`config.mk`:
```
export PLATFORM = sky130hd
export DESIGN_NAME = weighted_rr_arbiter
export DESIGN_NICKNAME = d
export VERILOG_FILES = /design/src/rtl/weighted_rr_arbiter_pkg.sv /design/src/rtl/weighted_rr_arbiter_fp.sv /design/src/rtl/weighted_rr_arbiter.sv
export SDC_FILE = /design/constraint.sdc
export NUM_CORES = 1
export LEC_CHECK = 0
export BUFFER_PORTS_ARGS = -buffer_cell sky130_fd_sc_hd__buf_2
export CAP_MARGIN = 20
export CORE_MARGIN = 10
export CORE_UTILIZATION = 27
export CTS_CLUSTER_SIZE = 10
export DETAILED_ROUTE_END_ITERATION = 16
export GPL_TIMING_DRIVEN = 0
export MAX_ROUTING_LAYER = met4
export PLACE_DENSITY = 0.45
export SYNTH_ARGS = -nofsm -noshare
export SYNTH_HDL_FRONTEND = slang
export SYNTH_SLANG_ARGS = --single-unit
```
`constraint.sdc`:
```
create_clock -name clk_i -period 6.8 [get_ports clk_i]
set_input_delay 1.36 -clock clk_i [delete_from_list [all_inputs] [get_ports clk_i]]
set_output_delay 1.36 -clock clk_i [all_outputs]
set_load 0.1 [all_outputs]
```
`src/rtl/weighted_rr_arbiter_pkg.sv`:
```
// Shared types and helpers for the weighted round-robin arbiter.
package weighted_rr_arbiter_pkg;

    typedef enum logic {
        IDLE,
        GRANT
    } arb_state_t;

    // All-ones index value reported while no requester owns the grant.
    function automatic logic [31:0] no_grant_enc(input int unsigned n);
        return (32'd1 << ($clog2(n) + 1)) - 32'd1;
    endfunction

endpackage

```
`src/rtl/weighted_rr_arbiter_fp.sv`:
```
// Fixed-priority arbiter: the lowest-index active request wins.
module weighted_rr_arbiter_fp #(
    parameter int unsigned Width = 4
) (
    input  logic [Width-1:0] req_i,
    output logic [Width-1:0] gnt_o
);

    logic found;

    always_comb begin
        gnt_o = '0;
        found = 1'b0;
        for (int unsigned i = 0; i < Width; i++) begin
            if (req_i[i] && !found) begin
                gnt_o[i] = 1'b1;
                found    = 1'b1;
            end
        end
    end

endmodule

```
`src/rtl/weighted_rr_arbiter.sv`:
```
// Weighted round-robin arbiter with burst weights, lock hold and a last-cycle flag.
module weighted_rr_arbiter
    import weighted_rr_arbiter_pkg::*;
#(
    parameter int unsigned NumRequests = 8,
    parameter int unsigned WeightWidth = 4
) (
    input  logic                               clk_i,
    input  logic                               rst_i,
    input  logic                               ce_i,
    input  logic [NumRequests-1:0]             req_i,
    input  logic [NumRequests-1:0]             lock_i,
    input  logic [NumRequests*WeightWidth-1:0] weight_i,
    output logic [NumRequests-1:0]             grant_o,
    output logic [$clog2(NumRequests):0]       grant_enc_o,
    output logic                               last_o
);

    localparam int unsigned EncW = $clog2(NumRequests) + 1;
    localparam logic [EncW-1:0] NoGrant = EncW'(no_grant_enc(NumRequests));
    localparam logic [NumRequests-1:0] PtrOne = NumRequests'(1);
    localparam logic [WeightWidth-1:0] CntOne = WeightWidth'(1);

    arb_state_t             state_q, state_d;
    logic [WeightWidth-1:0] cnt_q, cnt_d;
    logic [NumRequests-1:0] ptr_q, ptr_d;
    logic [NumRequests-1:0] grant_q, grant_d;
    logic [EncW-1:0]        enc_q, enc_d;
    logic                   last_q, last_d;

    logic                   own_req, own_lock, keep;
    logic [NumRequests-1:0] rel_ptr, sel_ptr, req_masked;
    logic [NumRequests-1:0] pick_masked, pick_all, pick;
    logic [WeightWidth-1:0] pick_w, cnt_dec;
    logic [EncW-1:0]        pick_enc;
    logic                   pick_lock;

    assign own_req  = |(req_i & grant_q);
    assign own_lock = |(lock_i & grant_q);
    assign keep     = (state_q == GRANT) && own_req && ((cnt_q != '0) || own_lock);
    assign cnt_dec  = (cnt_q != '0) ? cnt_q - CntOne : '0;

    // On release the search starts just above the current owner, otherwise at ptr.
    assign rel_ptr    = {grant_q[NumRequests-2:0], grant_q[NumRequests-1]};
    assign sel_ptr    = (state_q == GRANT) ? rel_ptr : ptr_q;
    assign req_masked = req_i & ~(sel_ptr - PtrOne);

    weighted_rr_arbiter_fp #(
        .Width(NumRequests)
    ) u_fp_masked (
        .req_i(req_masked),
        .gnt_o(pick_masked)
    );

    weighted_rr_arbiter_fp #(
        .Width(NumRequests)
    ) u_fp_all (
        .req_i(req_i),
        .gnt_o(pick_all)
    );

    assign pick      = (pick_masked != '0) ? pick_masked : pick_all;
    assign pick_lock = |(lock_i & pick);

    always_comb begin
        pick_w   = '0;
        pick_enc = '0;
        for (int unsigned i = 0; i < NumRequests; i++) begin
            if (pick[i]) begin
                pick_w   = pick_w | weight_i[i*WeightWidth +: WeightWidth];
                pick_enc = EncW'(i);
            end
        end
    end

    always_comb begin
        state_d = state_q;
        cnt_d   = cnt_q;
        ptr_d   = ptr_q;
        grant_d = grant_q;
        enc_d   = enc_q;
        last_d  = last_q;
        if (ce_i) begin
            if (keep) begin
                cnt_d  = cnt_dec;
                last_d = (cnt_dec == '0) && !own_lock;
            end else begin
                if (state_q == GRANT) begin
                    ptr_d = rel_ptr;
                end
                if (pick != '0) begin
                    state_d = GRANT;
                    grant_d = pick;
                    enc_d   = pick_enc;
                    cnt_d   = pick_w;
                    last_d  = (pick_w == '0) && !pick_lock;
                end else begin
                    state_d = IDLE;
                    grant_d = '0;
                    enc_d   = NoGrant;
                    cnt_d   = '0;
                    last_d  = 1'b0;
                end
            end
        end
    end

    always_ff @(posedge clk_i) begin
        if (rst_i) begin
            state_q <= IDLE;
            cnt_q   <= '0;
            ptr_q   <= PtrOne;
            grant_q <= '0;
            enc_q   <= NoGrant;
            last_q  <= 1'b0;
        end else begin
            state_q <= state_d;
            cnt_q   <= cnt_d;
            ptr_q   <= ptr_d;
            grant_q <= grant_d;
            enc_q   <= enc_d;
            last_q  <= last_d;
        end
    end

    assign grant_o     = grant_q;
    assign grant_enc_o = enc_q;
    assign last_o      = last_q;

endmodule
```
=== Yosys cells after proc, flatten, opt, wreduce, memory -nomap -nowiden ===
Index checks and enable logic that the tools add are counted.

* Reduce and logical (&&, ||, !) cells: 44
* $add $sub $neg: 2
* Mux-type cells: 53
* Bitwise logic cells: 13

{| class="wikitable"
|+ Operators by type and width
! kind !! number
|-
| $mux 4 || 17
|-
| $and 8x8->8 || 4
|-
| $mux 1 || 32
|-
| $or 4x4->4 || 7
|-
| $mux 8 || 3
|-
| $reduce_or 8->1 || 3
|-
| $logic_and 1x1->1 || 18
|-
| $logic_not 1->1 || 16
|-
| $reduce_bool 8->1 || 2
|-
| $logic_not 4->1 || 2
|-
| $not 8->8 || 1
|-
| $sub 8x1->8 const B || 1
|-
| $reduce_bool 4->1 || 1
|-
| $sub 4x1->4 const B || 1
|-
| $mux 2 || 1
|-
| $reduce_and 2->1 || 1
|-
| $logic_or 1x1->1 || 1
|-
| $not 1->1 || 1
|}

* Input port bits: 51
* Word-level logic and storage cells: 118
* Register bits after elaboration: 26

=== Depth between registers and ports, before layout ===
* Word-level depth: 47
* Mapped depth: 14
* Depth with buffers taken out: 12

=== Modules after synthesis ===
From an unflattened synthesis, not the netlist that was laid out.

* Cell total of the unflattened synthesis: 243
* Area, all modules: 1938.1 um2

{| class="wikitable"
|+ Modules (own cells, without submodules)
! module !! sequential area each (um2) !! cells each !! instances !! area each (um2)
|-
| weighted_rr_arbiter || 520.5 || 221 || 1 || 1770.4
|-
| weighted_rr_arbiter_fp || 0.0 || 11 || 2 || 83.8
|}

=== Worst setup path after synthesis ===
OpenSTA, ideal clock, no wires.

* Kind: flip-flop to flip-flop
* Start: reg grant_q[7] (netlist: grant_o[7])
* End: reg last_q (netlist: last_o)
* Setup slack: 2.986 ns
* Period minus slack after synthesis: 3.814 ns
* Data required time: 6.712 ns
* Buffers on the path: 1
* Data arrival time: 3.726 ns
* Stages on the path, launching flop included: 14
* Cells stage by stage: dfxtp_1 > mux2_4 > inv_2 > ha_1 > nand2_1 > o21ai_2 > or2_1 > a2111oi_2 > buf_6 > a41oi_1 > o21bai_1 > a2111oi_4 > or2_2 > o32ai_2

* Cells in the longest elaborated chain, start to end: 47
* Elaborated cells between the ends (all ways): 66

{| class="wikitable"
|+ Ends and longest elaborated chain
! item !! RTL line !! text
|-
| start: declaration || weighted_rr_arbiter.sv:27 || <nowiki>logic [NumRequests-1:0] grant_q, grant_d;</nowiki>
|-
| start signal: assignment || weighted_rr_arbiter.sv:120 || <nowiki>grant_q <= grant_d;</nowiki>
|-
| $mux 8 || - ||
|-
| $sub 8x1->8 || weighted_rr_arbiter.sv:46 || <nowiki>assign req_masked = req_i & ~(sel_ptr - PtrOne);</nowiki>
|-
| $not 8->8 || weighted_rr_arbiter.sv:46 ||
|-
| $and 8x8->8 || weighted_rr_arbiter.sv:46 ||
|-
| $mux 1 || weighted_rr_arbiter_fp.sv:15 || <nowiki>if (req_i[i] && !found) begin</nowiki>
|-
| $logic_not 1->1 || weighted_rr_arbiter_fp.sv:15 ||
|-
| $logic_and 1x1->1 || weighted_rr_arbiter_fp.sv:15 ||
|-
| $mux 1 || weighted_rr_arbiter_fp.sv:15 ||
|-
| [... 31 more ...] || - ||
|-
| $or 4x4->4 || weighted_rr_arbiter.sv:70 || <nowiki>pick_w = pick_w | weight_i[i*WeightWidth +: WeightWidth];</nowiki>
|-
| $mux 4 || weighted_rr_arbiter.sv:69 || <nowiki>if (pick[i]) begin</nowiki>
|-
| $or 4x4->4 || weighted_rr_arbiter.sv:70 ||
|-
| $mux 4 || weighted_rr_arbiter.sv:69 ||
|-
| $logic_not 4->1 || weighted_rr_arbiter.sv:96 || <nowiki>last_d = (pick_w == '0) && !pick_lock;</nowiki>
|-
| $logic_and 1x1->1 || weighted_rr_arbiter.sv:96 ||
|-
| $mux 1 || weighted_rr_arbiter.sv:91 || <nowiki>if (pick != '0) begin</nowiki>
|-
| $mux 1 * || weighted_rr_arbiter.sv:84 || <nowiki>if (keep) begin</nowiki>
|-
| end signal: assignment || weighted_rr_arbiter.sv:122 || <nowiki>last_q <= last_d;</nowiki>
|-
| end: declaration || weighted_rr_arbiter.sv:29 || <nowiki>logic last_q, last_d;</nowiki>
|}

Every way passes the cells marked *; elsewhere a longest branch is shown, timed or not.
A chain may end at the register's enable or synchronous reset.

=== Worst setup path in the final report ===
* Start: in lock_i[4]
* End: reg grant_q[5] (netlist: grant_o[5])

* Cells in the longest elaborated chain, start to end: 6

{| class="wikitable"
|+ Ends and longest elaborated chain
! item !! RTL line !! text
|-
| start: declaration || weighted_rr_arbiter.sv:12 || <nowiki>input logic [NumRequests-1:0] lock_i,</nowiki>
|-
| $and 8x8->8 || weighted_rr_arbiter.sv:39 || <nowiki>assign own_lock = |(lock_i & grant_q);</nowiki>
|-
| $reduce_or 8->1 || weighted_rr_arbiter.sv:39 ||
|-
| $logic_or 1x1->1 || weighted_rr_arbiter.sv:40 || <nowiki>assign keep = (state_q == GRANT) && own_req && ((cnt_q != '0) || own_lock);</nowiki>
|-
| $logic_and 1x1->1 || weighted_rr_arbiter.sv:40 ||
|-
| $not 1->1 (no source line) || - ||
|-
| $reduce_and 2->1 (no source line) || - ||
|}

No other way between the ends.

==> impl_metrics.ini <==
[logic_synthesis]
yosys.area_share.simple = 0.303
synth_top_family_by_area = compound AO/OA/AOI/OAI gates
synth-async-reset-ratio = 0
synth_nets = 348
synthXorXnorAreaFrac = 0.0159
synth.avg_cell_area_um2 = 7.73
syn_inst = 296
synthMuxAreaShare = 0.0744
synth_compound_area_frac = 0.324
netlist_area_mm2 = 0.00229
yosys_warnings = 0
synth-adder-area-share = 0.00547
synth_ff_type = dfxtp_1
yosysSeqAreaShare = 0.228
ys_ff_latch = 26
synth_enable_flop_cells = 0
yosysUniqueCellTypes = 75

[route]
routed_via_density = 5.51
post_drt_wl_per_cell_um = 19.8
drt-initial-drc-count = 199
firstDrtPassIters = 5
vias = 2562
drt_wl_total_um = 9220
postRouteAntennaNets = 0
drcViolationCount = 0

[final_layout]
seqCellArea_um2 = 520
multi_input_area_mm2 = 0.00165
syn2layout_area_growth_pct = 20.9
layout.nets = 414
fill_cells = 914
final_cell_mix = buf_2, nand2_1, nor2_1, dfxtp_1, a21oi_1
num_antenna_cells = 0
drive_gt1_frac = 0.264
layout_commonest_cell = buf_2

[sta]
fin_crit_sh = 0.604
slew_headroom = 0.287
min_period_ps = 4110
setup_violations = 0
hold_viol = 0
timing.fmax_ghz = 0.243
setup-tns-final_ps = 0
skew_ps = 2.85
slew_viol_final = 0
tightest_slew_ps = 1070
grt_setup_unrepaired = false
worst_slack_ps = 2690

[power_and_ir_drop]
totalPowerFinal_mw = 0.605
power-per-cell-area_mw_per_mm2 = 219
p_leak_nw = 1.13
vdd_drop_max_mv = 0.0889

[placed_design]
pre_cts_slack_ps = 2460
place.gp.congestion = 0.866
portBuffers = 61
dp_hpwl_um = 7360

[critical_path]
cp_max_fo = 10
crit_arrival_ps = 4310
max_stage_delay_ps = 450
start_kind = input pin
worstSetupPathType = input pin to flop
critical_path_buf_inv_count = 4
crit_path_cell_trace = buf_2, a22o_1, a221oi_1, nand4_1, o221ai_1, inv_1, nor2_1, clkbuf_1, buf_1, nand2_1, a21oi_1
cpMaxStageDelayCell = o221ai_1
cp.required_ps = 7010
crit_family = compound AO/OA/AOI/OAI gates
endpoint_kind = flop

[floorplan]
die-area_mm2 = 0.0126
coreArea_mm2 = 0.00822
die_w_um = 112
io_pins = 64
die_y_um = 112
num_rows = 33
initial_core_util = 0.278

[clock_tree]
htreeDepth = 1
cts_setup_buffers = 0
hold_buffers = 0
cts_resized = 0
clkSinkCount = 26
clk_pin_slew_ps = 90
cts_tree = built
cts_buffer_depth = 2
cts_root_buf = clkbuf_8
clk_latency_ps = 270
cts-buffers-inserted = 3

[outcome]
status = completed

[grt]
grt_start_max_net_pins = 14
grt_pass1_vias = 2497
antenna_found_initial = 0
grt-ovfl-total = 0
grt_use_total = 0.144
grt_first_pass_wirelength_um = 14300

[worst_hold_path]
hold_class = flop to flop

[flow_run]
drv_cap = 0
-- cell usage after synthesis, types with 2 or more instances --
library cell	n	area (µm²)
nand3_1	6	30.0
a31oi_1	3	18.8
a221o_1	2	20.0
or4_1	2	15.0
nor2_1	29	109
or2_2	4	25.0
o221ai_1	2	17.5
o21a_1	3	22.5
a22oi_1	11	82.6
dfxtp_1	26	521
nor2b_1	4	25.0
inv_1	8	30.0
a211oi_1	7	52.6
nor4_1	2	12.5
a2111oi_2	2	30.0
o22ai_1	2	12.5
buf_1	2	7.51
nand2b_1	5	31.3
mux2i_1	13	130
nand3b_1	2	15.0
clkbuf_1	9	33.8
o211ai_1	3	22.5
a41oi_1	2	17.5
and3_1	3	18.8
nand2_1	45	169
buf_6	2	22.5
nor3_1	9	45.0
nand4_1	4	25.0
o31a_1	2	17.5
a32oi_1	3	26.3
or3_1	4	25.0
buf_2	2	10.0
o21ai_0	10	50.1
o21bai_1	2	15.0
o2bb2ai_1	2	17.5
a22o_1	3	26.3
a221oi_1	2	17.5
a21oi_1	17	85.1
-- flip-flops by register name, indices dropped and copies added (netlist names) --
register / count
ptr_q: 8
cnt_q: 4
grant_enc_o: 4
state_q: 1
last_o: 1
grant_o: 8
-- worst register-to-register path, stage by stage, from the launching register on --
cell       delay (ps)
dfxtp_1           330
buf_6             140
buf_4             210
mux2i_1           290
ha_1              330
nand2_1           110
o21ai_2            90
or2_1             310
a2111oi_1         970
a41oi_4           180
nand3_2           190
a2111oi_4         100
or2_2             320
o32ai_2           260
-- metal layers --
layer	up-vias	GRT usage	wire, µm
met5	-	-	0
met4	0	0.0448	148
met3	9	0.0224	443
met2	90	0.214	4060
met1	1211	0.194	4570
li1	1252	-	-
-- final timing paths --
kind | cells after the start | start | slack, ps | end
setup reg to reg | 13 | state_q$_SDFFE_PP0P_ | 2900 | last_o$_SDFFE_PP0P_
hold / removal | 2 | grant_enc_o[3]$_SDFFE_PP1P_ | 490 | grant_enc_o[3]$_SDFFE_PP1P_
hold reg to reg | 2 | grant_enc_o[3]$_SDFFE_PP1P_ | 490 | grant_enc_o[3]$_SDFFE_PP1P_
setup / recovery | 11 | lock_i[4] | 2690 | grant_o[5]$_SDFFE_PP0P_
-- layout make-up --
cell class              count  area share
plain buffers              16      0.0294
clock buffers               3      0.0149
inverters                   9      0.0122
multi-input cells         245       0.597
flip-flops and latches     26       0.188
well taps                 105      0.0475
repair buffers             61       0.110
-- cells by family (layout without fill, tap and decap cells) --
kind of cell    after synthesis  after routing
xor+xnor                      2              2
compound gates               93             93
simple gates                133            133
buf+inv                      25             89
flops                        26             26
mux                          16             16
fa+ha+maj                     1              1
-- stage by stage --
step,util,hold slack (ps),std cells,instance area (µm²)
final,0.337,490,465,2770
after floorplan,-,450,296,2290
after global routing,0.337,502,465,2770
after global placement,0.332,462,462,2720
after CTS,0.337,489,465,2770
after detailed placement,0.332,457,462,2720
-- where the power goes --
part | leakage, nW | internal [mW] | total [mW] | switching, mW
clock network | 0.0216 | 0.0398 | 0.0882 | 0.0484
registers | 0.213 | 0.167 | 0.184 | 0.0162
logic | 0.893 | 0.115 | 0.333 | 0.218
total | 1.13 | 0.322 | 0.605 | 0.283
(Power assumes the default switching activity.)
